File: src/rtl/clkdiv_counter.sv
// Free-running binary up-counter providing power-of-two divided clocks,
// per-bit rise strobes and a registered roll-over pulse.
module clkdiv_counter #(
  parameter int WIDTH = 32
) (
  input  logic             clk,
  input  logic             rst,
  output logic [WIDTH-1:0] clkdiv,
  output logic [WIDTH-1:0] tick,
  output logic             wrap
);

  generate
    if (WIDTH < 2 || WIDTH > 64) begin : g_bad_width
      $error("clkdiv_counter: WIDTH must be in 2..64");
    end
  endgenerate

  logic [WIDTH-1:0] count_next;

  // Wide counters: each 8-bit segment precomputes its +1 value in parallel,
  // and a wide AND of all lower bits selects it, keeping the path short.
  generate
    if (WIDTH > 16) begin : g_csel
      localparam int NSEG = (WIDTH + 7) / 8;
      for (genvar k = 0; k < NSEG; k++) begin : g_seg
        localparam int LO = k * 8;
        localparam int SW = ((WIDTH - LO) < 8) ? (WIDTH - LO) : 8;
        logic          cin;
        logic [SW-1:0] seg_inc;
        if (k == 0) begin : g_c0
          assign cin = 1'b1;
        end else begin : g_cn
          assign cin = &clkdiv[LO-1:0];
        end
        assign seg_inc              = clkdiv[LO +: SW] + SW'(1);
        assign count_next[LO +: SW] = cin ? seg_inc : clkdiv[LO +: SW];
      end
    end else begin : g_plain
      assign count_next = clkdiv + WIDTH'(1);
    end
  endgenerate

  generate
    for (genvar i = 0; i < WIDTH; i++) begin : g_tick
      if (i == 0) begin : g_t0
        assign tick[0] = clkdiv[0];
      end else begin : g_tn
        assign tick[i] = clkdiv[i] & ~(|clkdiv[i-1:0]);
      end
    end
  endgenerate

  // wrap is set on the edge that rolls all-ones over to zero.
  always_ff @(posedge clk or negedge rst) begin
    if (!rst) begin
      clkdiv <= '0;
      wrap   <= 1'b0;
    end else begin
      clkdiv <= count_next;
      wrap   <= &clkdiv;
    end
  end

endmodule

File: config.mk
export PLATFORM = sky130hd
export DESIGN_NAME = clkdiv_counter
export DESIGN_NICKNAME = d
export VERILOG_FILES = /design/src/rtl/clkdiv_counter.sv
export SDC_FILE = /design/constraint.sdc
export NUM_CORES = 1
export LEC_CHECK = 0
export BUFFER_PORTS_ARGS = -buffer_cell sky130_fd_sc_hd__buf_2
export CORE_ASPECT_RATIO = 1.1
export CORE_UTILIZATION = 40
export CTS_CLUSTER_DIAMETER = 120
export DETAILED_ROUTE_END_ITERATION = 16
export GPL_ROUTABILITY_DRIVEN = 0
export GPL_TIMING_DRIVEN = 0
export PLACE_DENSITY = 0.72
export SKIP_LAST_GASP = 1
export SLEW_MARGIN = 25
export SYNTH_ARGS = -nofsm -noshare
export SYNTH_HDL_FRONTEND = slang
export SYNTH_SLANG_ARGS = --single-unit
File: constraint.sdc
create_clock -name clk -period 2.4 [get_ports clk]
set_input_delay 0.24 -clock clk [delete_from_list [all_inputs] [get_ports clk]]
set_output_delay 0.24 -clock clk [all_outputs]
set_load 0.05 [all_outputs]
==> flow_metrics.py, run 1 <==
metrics = {
    "floorplanning": {
        "die_w_um": 71.4,
        "row_count": 27,
        "ios": 67,
        "die_h_um": 78.4,
        "start_util_pct": 41.9,
        "dieArea_mm2": 0.00560,
        "core_region_area_mm2": 0.00507,
    },
    "power": {
        "ir_drop_uv": 227,
        "p_int_uw": 790,
        "sw_frac_of_total_pct": 20.6,
        "p_seq_share_pct": 55.9,
        "clock_power_share_pct": 43.0,
        "p_comb_share_pct": 1.1,
        "switching_power_uw": 204,
        "power.leakage_uw": 0.00152,
        "p_per_area_mw_per_mm2": 322,
    },
    "sta": {
        "worst_pin_slew_ns": 0.756,
        "skew_ns": 0.00650,
        "rsz0062_at_grt": "true",
        "setup_viol": 10,
        "slew_headroom_pct": 49.6,
        "setup_ws_ns": -0.0669,
        "fin_crit_sh_pct": 103,
        "slew_viol_final": 0,
        "final-hold-violation-count": 0,
        "period_needed_ns": 2.47,
        "fmax_mhz": 405,
        "timing.hold.ws_ns": 0.0261,
    },
    "critical_path": {
        "crit_path_end_kind": "output port",
        "cp_slowest_cell": "dfrtp_2",
        "worst-path-max-fanout": 5,
        "max_stage_delay_ns": 0.42,
        "crit_chain": "inv_4, ha_4, nor4b_4, nand4_1, nor3_4, buf_6, and4_4, buf_8",
        "cp_data_required_time_ns": 2.16,
        "worstSetupPathType": "reg -> out",
        "startpoint_type": "register",
        "worstPathArrival_ns": 2.23,
    },
    "worst_hold_path": {
        "hold_class": "in -> async",
    },
    "place": {
        "portBuffers": 66,
        "pre_cts_slack_ns": -0.116,
        "placedInstanceArea_mm2": 0.00258,
        "placedCellCount": 328,
        "hpwl_mm": 3.41,
    },
    "final_layout": {
        "fillers": 405,
        "area_growth_pct": 45.8,
        "utilization_pct": 61.0,
        "final_cells": 357,
        "drive_gt1_share_pct": 51.2,
        "final_area_mm2": 0.00309,
        "nNetsFinal": 309,
        "antenna_cells": 0,
    },
    "job": {
        "drv_cap": 0,
    },
    "yosys": {
        "syn_area_per_cell_um2": 10.4,
        "synth_seq_cells": 33,
        "async_flop_share_pct": 100,
        "synth_top_area_cell": "dfrtp_1",
        "yosysWarnings": 0,
        "ys_seq_area_share_pct": 38.9,
        "synth-edff-count": 0,
        "synth_area_leaders": "dfrtp_1 39%, xnor2_1 7.4%, ha_1 5.3%",
        "synth_flop_cell": "dfrtp_1",
        "ys_types": 43,
        "synth_top_area_share_pct": 38.9,
        "syn_nets": 215,
        "synthesis.area_mm2": 0.00212,
        "synth_cells": 204,
    },
    "clock_network": {
        "cts_hold_buf": 0,
        "cts_sinks": 33,
        "h-tree-depth": 2,
        "path_clk_slew_ns": 0.07,
        "cts_tree": "yes",
        "max-clock-path-buffers": 2,
        "clock_latency_ns": 0.28,
        "cts-root-buf": "clkbuf_8",
        "cts_buffers": 5,
    },
    "run_status": {
        "outcome": "finished, violations left",
        "violations": "negative setup slack",
    },
    "global_routing": {
        "grt_pass1_wl_mm": 8.89,
        "grt_antenna_before_repair": 0,
        "overflow": 0,
        "grt_max_degree": 34,
        "grt_pass1_vias": 1877,
        "grt.total_usage_pct": 20.2,
    },
    "routing": {
        "drt_pass1_iterations": 5,
        "drc_errors": 0,
        "wl_per_cell_um": 15.1,
        "vias_per_cell": 5.45,
        "num_vias": 1947,
        "drtAntennaViolNets": 0,
        "drt_iter0_markers": 104,
        "routed_wirelength_mm": 5.38,
    },
}
metrics by stage:
step                      power [uW]  TNS [ns]
after floorplan                  567    -0.696
after global placement           579    -0.664
after detailed placement         579    -0.935
after CTS                       1000    -0.893
after global routing            1040     -1.94
final                            995    -0.429
cells in the final DEF (no fill, tap or decap), types with 3 or more instances in the layout:
cell      count
and4_1        5
nand3_1       6
buf_8         8
inv_2         3
buf_6         9
nand2_1      14
inv_1         6
xnor2_1      18
ha_1          7
dfrtp_2       6
and3_1        7
nor3_2        7
buf_4        25
nor2_1       11
and4_4        6
clkbuf_8      9
dfrtp_1      27
clkbuf_1      4
xor2_1        9
nand4_1      11
buf_2        51
nor4_1        3
nor4b_4       3
layer usage:
| metal | track usage, % | vias to the layer above | wire, um |
|---|---|---|---|
| met1 | 25.0 | 945 | 2340 |
| met4 | 6.00 | 0 | 37 |
| li1 | - | 917 | - |
| met2 | 34.9 | 81 | 2700 |
| met5 | 0 | - | 0 |
| met3 | 4.88 | 4 | 303 |
flip-flops by register name, indices dropped and copies added, names as in the netlist:
register  count
clkdiv       32
wrap          1
power by group through the flow:
stage | combinational, uW | sequential [uW] | clock (uW)
4_1_cts | 12.5 | 556 | 434
2_1_floorplan | 0.000517 | 567 | 0
3_5_place_dp | 12.5 | 567 | 0
5_1_grt | 13.9 | 555 | 467
6_report | 11.3 | 556 | 428
3_3_place_gp | 12.1 | 567 | 0
worst paths after layout:
check                      depth (start not counted)                   start                     end  slack [ns]
max in group asynchronous                          1                     rst  clkdiv[17]$_DFFE_PN0P_        1.84
min in group clk                                   1  clkdiv[31]$_DFFE_PN0P_  clkdiv[31]$_DFFE_PN0P_        0.52
setup / recovery                                   8   clkdiv[9]$_DFFE_PN0P_                tick[26]       -0.07
hold / removal                                     1                     rst  clkdiv[10]$_DFFE_PN0P_        0.03
setup reg to reg                                   6     clkdiv[0]$_DFF_PN0_  clkdiv[25]$_DFFE_PN0P_        0.41
hold reg to reg                                    1  clkdiv[31]$_DFFE_PN0P_  clkdiv[31]$_DFFE_PN0P_        0.52
cells in the mapped netlist (all sizes together) (2+ instances only):
library cell and n:
xor2 9, xnor2 18, nand3 8, mux2 2, nor2 11, buf 7, ha 9, nor3b 4
nand2 14, nor4b 5, and3 9, and2 4, or3 2, and4b 2, nand4 12, clkbuf 6
and3b 3, nor3 11, inv 11, and4 12, dfrtp 33, nor4 5
logic make-up (layout without fill, tap and decap cells):
| group | count (synthesis) | count (layout) | synth area share [%] |
|---|---|---|---|
| simple gates | 108 | 108 | 36.3 |
| flops | 33 | 33 | 38.9 |
| xor+xnor | 27 | 27 | 11.2 |
| buf+inv | 24 | 119 | 7.02 |
| fa+ha+maj | 9 | 9 | 5.31 |
| mux | 2 | 2 | 1.06 |
| compound gates | 1 | 1 | 0.236 |
cell type report:
| type | count | area (um2) | share of cell area [%] |
|---|---|---|---|
| Sequential cell | 33 | 833 | 27.0 |
| Buffer | 13 | 114 | 3.68 |
| Inverter | 11 | 46.3 | 1.50 |
| Clock buffer | 8 | 90.1 | 2.91 |
| Tap cell | 58 | 72.6 | 2.35 |
| Timing Repair Buffer | 87 | 612 | 19.8 |
| Multi-Input combinational cell | 147 | 1320 | 42.8 |
what timing repair did:
item / in CTS / in global routing
resized for setup: 56 / 20
setup endpoints to repair: 17 / 16
cloned: 1 / 0
pin swaps: 6 / 6
buffers inserted: 8 / 13
critical path: cells and delay by family, from the launching register on:
kind,cells,cell delay [ns]
flops,1,0.42
simple gates,4,0.99
buf+inv,3,0.38
fa+ha+maj,1,0.14
Power figures use the tool's default switching activity.
==> inputs of run 2 (changes only) <==
--- a/config.mk
+++ b/config.mk
@@ -13,6 +13,7 @@
 export GPL_ROUTABILITY_DRIVEN = 0
 export GPL_TIMING_DRIVEN = 0
 export PLACE_DENSITY = 0.72
+export SETUP_SLACK_MARGIN = 0.2
 export SKIP_LAST_GASP = 1
 export SLEW_MARGIN = 25
 export SYNTH_ARGS = -nofsm -noshare
==> run 2 against run 1 <==
Against the previous run:
- the flow still finishes with violations (negative setup slack)
- critical path type unchanged
- non-clock buffer count rose by 4
- combinational power is essentially flat
- global-route usage increased by 0.14 points
- core utilization grew 1.7 points
- worst hold slack worse by 0.012 ns
==> flow_metrics.py, run 2 (synthesis gave the netlist of run 1 again) <==
metrics = {
    "sta": {
        "slew_viol_final": 0,
        "slew_headroom_pct": 50.8,
        "final-hold-violation-count": 0,
        "setup_viol": 1,
        "finalSetupTns_ns": -0.0164,
        "period_needed_ns": 2.42,
        "rsz0062_at_grt": "true",
        "worst_pin_slew_ns": 0.738,
        "setup_ws_ns": -0.0164,
        "fmax_mhz": 414,
        "skew_ns": 0.00366,
        "fin_crit_sh_pct": 101,
    },
    "global_routing": {
        "met2_usage_pct": 35.0,
        "grt_max_degree": 34,
        "met1_usage_pct": 25.5,
        "gr-max-usage-layer": "met2",
        "grt_antenna_before_repair": 0,
        "grt_use_met3_pct": 3.34,
        "overflow": 0,
        "grt_pass1_wl_mm": 8.92,
        "grt_pass1_vias": 1884,
        "grt.total_usage_pct": 20.4,
    },
    "routing": {
        "vias_per_cell": 5.41,
        "num_vias": 1952,
        "drtAntennaViolNets": 0,
        "drt_iter0_markers": 105,
        "wl_per_cell_um": 15.4,
        "routed_wirelength_mm": 5.57,
        "drc_errors": 0,
        "drt_pass1_iterations": 4,
    },
    "power": {
        "ir_drop_uv": 292,
        "power.leakage_uw": 0.00152,
        "p_per_area_mw_per_mm2": 305,
    },
    "critical_path": {
        "startpoint_type": "register",
        "crit_path_end_kind": "output port",
        "max_stage_delay_ns": 0.42,
        "cp_slowest_cell": "dfrtp_2",
        "worstSetupPathType": "reg -> out",
        "rr_startpoint": "clkdiv[0]$_DFF_PN0_",
        "reg2reg_depth": 6,
        "crit_chain": "inv_4, ha_4, nor3b_4, nand4_1, nor3_2, buf_4, nor4bb_4, buf_6",
        "worstPathArrival_ns": 2.18,
        "worst-path-max-fanout": 3,
        "cp_data_required_time_ns": 2.16,
        "reg2reg_to": "clkdiv[25]$_DFFE_PN0P_",
        "ff2ff_setup_slack_ns": 0.39,
    },
    "clock_network": {
        "cts-root-buf": "clkbuf_8",
        "cts_buffers": 5,
        "path_clk_slew_ns": 0.06,
        "clock_latency_ns": 0.28,
        "h-tree-depth": 2,
        "cts_sinks": 33,
        "max-clock-path-buffers": 2,
        "cts_hold_buf": 0,
        "cts_tree": "yes",
    },
    "run_status": {
        "outcome": "finished, violations left",
        "violations": "negative setup slack",
    },
    "worst_hold_path": {
        "hold_class": "in -> async",
    },
    "final_layout": {
        "largest_reg_flops": 32,
        "regArea_um2": 842,
        "final_cell_mix": "43 x buf_2, 30 x buf_4, 20 x dfrtp_1",
        "area_growth_pct": 49.9,
        "top_regs": "clkdiv x32, wrap x1",
        "fillers": 410,
        "final_common_cell": "buf_2",
        "utilization_pct": 62.7,
        "regMostFlops": "clkdiv",
        "drive_gt1_share_pct": 55.8,
        "antenna_cells": 0,
        "multi_input_area_mm2": 0.00134,
        "nNetsFinal": 313,
    },
    "floorplanning": {
        "start_util_pct": 41.9,
        "die_w_um": 71.4,
        "ios": 67,
        "core_region_area_mm2": 0.00507,
        "die_h_um": 78.4,
        "dieArea_mm2": 0.00560,
        "row_count": 27,
    },
    "place": {
        "hpwl_mm": 3.45,
        "portBuffers": 66,
        "pre_cts_slack_ns": -0.0382,
    },
    "job": {
        "drv_cap": 0,
    },
}
[run 2: cell count changes in the layout (fill, tap and decap cells not counted), sizes merged]
cell,change
buf,+1
clkbuf,+3
[run 2: where the power goes]
| group | switching, uW | internal, uW |
|---|---|---|
| combinational | 10.5 | 0.586 |
| clock | 196 | 206 |
| sequential | 0 | 556 |
| total | 207 | 763 |
[run 2: how the worst max path moves through the flow]
| stage | from | endpoint | slack [ns] | depth (start not counted) |
|---|---|---|---|---|
| detailed placement | clkdiv[16]$_DFFE_PN0P_ | tick[27] | -0.04 | 8 |
| global route | clkdiv[0]$_DFF_PN0_ | tick[22] | -0.13 | 8 |
| global placement | clkdiv[16]$_DFFE_PN0P_ | tick[29] | -0.005 | 8 |
| finish | clkdiv[0]$_DFF_PN0_ | tick[22] | -0.02 | 8 |
| CTS | clkdiv[9]$_DFFE_PN0P_ | tick[28] | -0.02 | 8 |
| floorplan | clkdiv[0]$_DFF_PN0_ | tick[17] | 0.1 | 6 |
[run 2: critical path: cells and delay by family (launching register included)]
family / cells / cell delay (ns)
and+or+nand+nor: 4 / 0.93
DFF: 1 / 0.42
buffers and inverters: 3 / 0.42
adders and majority gates: 1 / 0.12
[run 2: what timing repair did]
item	in CTS	in global routing
resized for setup	49	22
endpoints found under the setup margin	23	23
pin swaps	9	8
setup buffers	15	9
cloned	1	0
[run 2: through the flow]
step / hold WS (ns) / cell area (um2) / instances / total power (uW)
after global routing: 0.0834 / 3180 / 361 / 1000
final: 0.0141 / 3180 / 361 / 969
after CTS: 0.0572 / 3040 / 352 / 979
after floorplan: -0.0556 / 2280 / 204 / 567
after global placement: 0.345 / 2690 / 328 / 578
after detailed placement: 0.363 / 2690 / 328 / 579
[run 2: final cells by class]
class                      instances  area share (%)
sequential                        33            26.5
buffer                            13            3.70
timing repair buffer              91            21.3
tap                               58            2.28
multi-input combinational        147            42.2
clock buffer                       8            2.52
inverter                          11            1.54
[run 2: routing by layer]
metal,part of all wire (%),up-vias
li1,-,922
met1,41,939
met2,52,78
met3,4.9,13
met4,2.4,0
met5,0,-
